$ cat src/rtl/sonic_vc_rl_tx_adapter.sv
// Avalon-ST ready-latency adapter: RL0 source to RL-N sink, one-cycle registered path.
// A framing checker marks beats that break SOP/EOP ordering on out_error and framing_err.
module sonic_vc_rl_tx_adapter #(
  parameter int DATA_WIDTH    = 128,
  parameter int EMPTY_WIDTH   = 2,
  parameter int READY_LATENCY = 2
) (
  input  logic                   clk,
  input  logic                   reset_n,
  output logic                   in_ready,
  input  logic                   in_valid,
  input  logic [DATA_WIDTH-1:0]  in_data,
  input  logic                   in_error,
  input  logic                   in_startofpacket,
  input  logic                   in_endofpacket,
  input  logic [EMPTY_WIDTH-1:0] in_empty,
  input  logic                   out_ready,
  output logic                   out_valid,
  output logic [DATA_WIDTH-1:0]  out_data,
  output logic                   out_error,
  output logic                   out_startofpacket,
  output logic                   out_endofpacket,
  output logic [EMPTY_WIDTH-1:0] out_empty,
  output logic                   framing_err
);

  typedef enum logic [0:0] {
    ST_IDLE   = 1'b0,
    ST_IN_PKT = 1'b1
  } frame_state_t;

  frame_state_t frame_state_r;
  logic         grant_s;
  logic         accept_s;
  logic         malformed_s;

  // A beat is malformed when SOP arrives inside a packet or is missing outside one.
  function automatic logic beat_malformed(input frame_state_t st, input logic sop);
    logic bad;
    case (st)
      ST_IDLE:   bad = ~sop;
      ST_IN_PKT: bad = sop;
      default:   bad = 1'b1;
    endcase
    return bad;
  endfunction

  generate
    if (READY_LATENCY == 1) begin : g_rl1
      assign grant_s = out_ready;
    end else begin : g_rln
      logic [READY_LATENCY-2:0] rdy_pipe;

      // Delay out_ready by N-1 cycles so acceptance lands N cycles after the sink's ready.
      always_ff @(posedge clk or negedge reset_n) begin
        if (!reset_n) begin
          rdy_pipe <= '0;
        end else begin
          rdy_pipe[0] <= out_ready;
          for (int i = 1; i < READY_LATENCY - 1; i++) begin
            rdy_pipe[i] <= rdy_pipe[i-1];
          end
        end
      end

      assign grant_s = rdy_pipe[READY_LATENCY-2];
    end
  endgenerate

  assign in_ready = grant_s;

  // Acceptance and framing verdict for the beat presented this cycle.
  always_comb begin
    accept_s    = 1'b0;
    malformed_s = 1'b0;
    if (in_valid && grant_s) begin
      accept_s    = 1'b1;
      malformed_s = beat_malformed(frame_state_r, in_startofpacket);
    end else begin
      accept_s    = 1'b0;
      malformed_s = 1'b0;
    end
  end

  // Framing state and output registers; payload holds when nothing is accepted.
  always_ff @(posedge clk or negedge reset_n) begin
    if (!reset_n) begin
      frame_state_r     <= ST_IDLE;
      out_valid         <= 1'b0;
      out_data          <= '0;
      out_error         <= 1'b0;
      out_startofpacket <= 1'b0;
      out_endofpacket   <= 1'b0;
      out_empty         <= '0;
      framing_err       <= 1'b0;
    end else begin
      out_valid   <= accept_s;
      framing_err <= accept_s & malformed_s;
      if (accept_s) begin
        out_data          <= in_data;
        out_error         <= in_error | malformed_s;
        out_startofpacket <= in_startofpacket;
        out_endofpacket   <= in_endofpacket;
        out_empty         <= in_empty;
        // Every transition, flagged or not, resolves to IDLE on EOP and IN_PKT otherwise.
        frame_state_r     <= in_endofpacket ? ST_IDLE : ST_IN_PKT;
      end
    end
  end

endmodule

$ cat config.mk
export PLATFORM = sky130hd
export DESIGN_NAME = sonic_vc_rl_tx_adapter
export DESIGN_NICKNAME = d
export VERILOG_FILES = /design/src/rtl/sonic_vc_rl_tx_adapter.sv
export SDC_FILE = /design/constraint.sdc
export NUM_CORES = 1
export LEC_CHECK = 0
export CAP_MARGIN = 20
export CORE_MARGIN = 5
export CORE_UTILIZATION = 43
export CTS_BUF_LIST = sky130_fd_sc_hd__clkbuf_4 sky130_fd_sc_hd__clkbuf_8 sky130_fd_sc_hd__clkbuf_16
export CTS_CLUSTER_SIZE = 40
export DETAILED_ROUTE_END_ITERATION = 10
export PLACE_DENSITY = 0.85
export SETUP_SLACK_MARGIN = 0.1
export SLEW_MARGIN = 20
export SYNTH_ARGS = -nofsm -noshare
export SYNTH_HDL_FRONTEND = slang
export SYNTH_SLANG_ARGS = --single-unit
$ cat constraint.sdc
create_clock -name clk -period 2.55 [get_ports clk]
set_input_delay 0.255 -clock clk [delete_from_list [all_inputs] [get_ports clk]]
set_output_delay 0.255 -clock clk [all_outputs]
set_load 0.1 [all_outputs]
## Word-level counts from Yosys, hierarchy flattened

Index checks and enable logic that the tools add are counted.

- Reduce and logical (&&, ||, !) cells: 1
- Bitwise operators: 4
- Muxes and demuxes: 4

Operators by type and width:

| kind | number |
|---|---|
| 2-to-1 mux 1 bit | 3 |
| inverter 1 bit | 2 |
| one-hot mux 1 bit (2 select lines) | 1 |
| AND 1 bit | 1 |
| logical AND 1 bit | 1 |
| bitwise OR 1 bit | 1 |

- Word-level logic and storage cells: 18
- Input bits: 137
- Output and inout port bits: 136
- Bits in registers: 137

## Logic depth before layout (Yosys ltp)

- Word-level depth: 4
- Mapped depth: 5
- Gate-level depth less buffers: 3

## Worst setup path after synthesis

OpenSTA, ideal clock, no wires.

- Path kind: register -> register
- From: register g_rln.rdy_pipe (netlist: in_ready)
- To: register out_data[100]
- Arrival time: 1.814 ns
- Slack: 0.610 ns
- Path buffers: 2
- Stages on the path, launching flop included: 6
- Period minus slack after synthesis: 1.940 ns
- Cell sequence: dfrtp_1 nand2_4 inv_4 buf_12 buf_12 mux2_4

- Longest elaborated chain between the ends: 2

RTL lines:

| item | RTL line | RTL |
|---|---|---|
| from (decl) | 52 | `logic [READY_LATENCY-2:0] rdy_pipe;` |
| from (signal, indexed assignment) | 61 | `rdy_pipe[i] <= rdy_pipe[i-1];` |
| logical AND 1 bit | 76 | `if (in_valid && grant_s) begin` |
| 2-to-1 mux 1 bit | 76 |  |
| to (signal assigned) | 100 | `out_data <= in_data;` |
| to (decl) | 19 | `output logic [DATA_WIDTH-1:0] out_data,` |

No other way between the ends.
A chain may end at the register's enable or synchronous reset.

## Final worst setup path

- From: register g_rln.rdy_pipe (netlist: in_ready)
- To: register out_data[5]

Same word-level chain as after synthesis.

==> impl_metrics.toml <==
[grt]
grt_busiest_layer = "met2"
gr-usage-met3 = 0.0839
grt_pass1_vias = 4051
grt_antenna_before_repair = 0
grt_max_degree = 68
grt_usage = 0.192
use_met1 = 0.201
grt.overflow.total = 0
grt_use_met2 = 0.335
grt_pass1_wl_mm = 21.8

[die]
rows = 41
core_um2 = 12500
dieWidth_um = 122
initial_utilization = 0.435
pin_count = 273
die_area_um2 = 15000
die_h_um = 122

[clock_network]
numClockSinks = 137
cts_resized = 0
cts_setup_buffers = 0
cts-root-buf = "clkbuf_16"
cts_tree = "done"
htreeDepth = 4
clockBufferDepth = 2
insertion_delay_ns = 0.41
path_clk_slew_ns = 0.06
numCtsBuffers = 17

[status]
status = "completed"

[final_layout]
fin_nets = 713
utilization = 0.686
drive_gt1_frac = 0.525
antenna_cells = 0
area_delta_synth_final_pct = 57.8

[yosys]
yosysWarnings = 0
synth-seq-area-share = 0.630
netlist_area_um2 = 5440
synthesis.nets = 429
synth_cell_types = 13
synth.avg_cell_area_um2 = 18.6
syn_inst = 292
ys_seq_elements = 137

[placement]
globalplace.congestion = 0.754
io_buffers = 272
dp_hpwl_mm = 10.6
dp_slack_ns = 0.636

[drt]
vias = 3579
routed_wl_mm = 14.3
via_per_inst = 4.70
drtAntennaViolNets = 0
drc = 0
firstDrtPassIters = 4
drtIter0Drc = 150
wire_per_inst_um = 18.8

[critical_path]
required_ns = 2.84
cpPeakStageDelay_ns = 0.41
cp.depth = 4
cp_max_fo = 34
arrival_ns = 1.82
rr_worst_depth = 4
crit_chain = "nand2_4 -> inv_6 -> buf_12 -> mux2_2"
startpoint_type = "flop"
cp-end-kind = "flop"
critPathTopFamily = "buffers and inverters"
path_buf_inv = 2
crit_slowest_cell = "dfrtp_1"
crit_type = "flop to flop"

[sta]
period_share = 0.600
worst_slack_ns = 1.02
setup_violations = 0
tns_ns = 0
finalHoldViolCount = 0
whs_ns = 0.305
worst_slew_pin_slew_ns = 0.623
relSlewSlack = 0.585
min_period_ns = 1.53
slew_viol_final = 0
fin_worst_skew_ns = 0.00611
rsz0062_at_grt = "no"
fmax_mhz = 653

[power]
ir_drop_mv = 0.933
leakagePower_nw = 3.97
powerDensity_nw_per_um2 = 1050

[min_path]
hold_class = "input pin to flop"
hold_depth = 1

[run]
maxCapViolCount = 0
==> final timing paths <==
path | end | start | slack (ns)
worst max-delay path | out_data[5] | in_ready | 1.02
worst min-delay path | in_ready | out_ready | 0.30
worst max register to register | out_data[5] | in_ready | 1.02
worst min register to register | out_data[37] | out_data[37] | 0.50
max in group asynchronous | out_data[110] | reset_n | 1.35
min in group asynchronous | out_data[127] | reset_n | 0.41
==> cell type report <==
type                       instances  area, µm²
sequential                       137       3430
timing repair buffer             279       2500
clock inverter                     8        143
fill                             893       3930
multi-input combinational        138       1790
tap                              172        215
inverter                           3       16.3
clock buffer                      24        490
==> synthesized netlist by cell type <==
cell type  number  share of area
buf_12          8          0.029
xor2_1          1         0.0016
inv_4           1         0.0012
inv_1           2         0.0014
nor2_1          1        0.00069
dfrtp_1       137           0.63
buf_4           6         0.0083
a21oi_1         1        0.00092
a31oi_1         1         0.0012
nand2_4         1         0.0021
mux2_4         70           0.19
mux2_2         62           0.13
mux2i_1         1         0.0018
==> worst reg2reg max path, delay by kind of cell (launching register included) <==
kind	cells	cell delay (ns)
buffers and inverters	2	0.52
DFF	1	0.41
muxes	1	0.39
and+or+nand+nor	1	0.10
==> layer usage <==
layer | wire [µm] | up-vias
li1 | - | 1599
met1 | 5030 | 1784
met2 | 7490 | 170
met3 | 1350 | 26
met4 | 408 | 0
met5 | 0 | -
==> state kept, by name, summed over array words and instances (netlist names) <==
register,flops
out_endofpacket,1
out_startofpacket,1
out_empty,2
out_data,128
in_ready,1
framing_err,1
out_error,1
frame_state_r,1
out_valid,1
==> cell usage in the layout, fill, tap and decap left out <==
master	Yosys	final
a21oi_1	1	1
a31oi_1	1	1
buf_12	8	5
buf_4	6	137
buf_6	0	1
bufinv_16	0	4
clkbuf_16	0	17
clkbuf_4	0	5
clkbuf_8	0	2
clkdlybuf4s50_1	0	135
clkinv_2	0	3
clkinvlp_4	0	1
dfrtp_1	137	137
dlygate4sd3_1	0	1
inv_1	2	2
inv_6	0	1
mux2_2	62	62
mux2_4	70	70
mux2i_1	1	1
nand2_4	1	1
nor2_1	1	1
xor2_1	1	1
==> cells by family (layout without fill, tap and decap cells) <==
group	after synthesis	in the layout	synth area share
AO/OA/AOI/OAI	2	2	0.00207
multiplexers	133	133	0.323
AND/OR/NAND/NOR	2	2	0.00276
XOR/XNOR	1	1	0.00161
flip-flops	137	137	0.630
buffers and inverters	17	314	0.0402
==> through the flow <==
stage | instances | instance area, µm² | power [mW]
5_1_grt | 761 | 8590 | 9.29
3_3_place_gp | 728 | 7950 | 6.39
2_1_floorplan | 292 | 5440 | 5.51
4_1_cts | 761 | 8590 | 9.08
3_5_place_dp | 728 | 7950 | 6.43
6_report | 761 | 8590 | 9.00
==> power by group <==
group          internal, mW  total [mW]  switching (mW)  leakage (nW)
clock                  1.74        2.60           0.867         0.315
sequential             2.50        2.68           0.187          1.61
combinational         0.948        3.71            2.76          2.04
total                  5.18        9.00            3.81          3.97
==> what timing repair did <==
action	CTS	global route
endpoints found under the setup margin	0	0
hold buffers	1	0
hold endpoints to repair	65	0
Power figures use the tool's default switching activity.
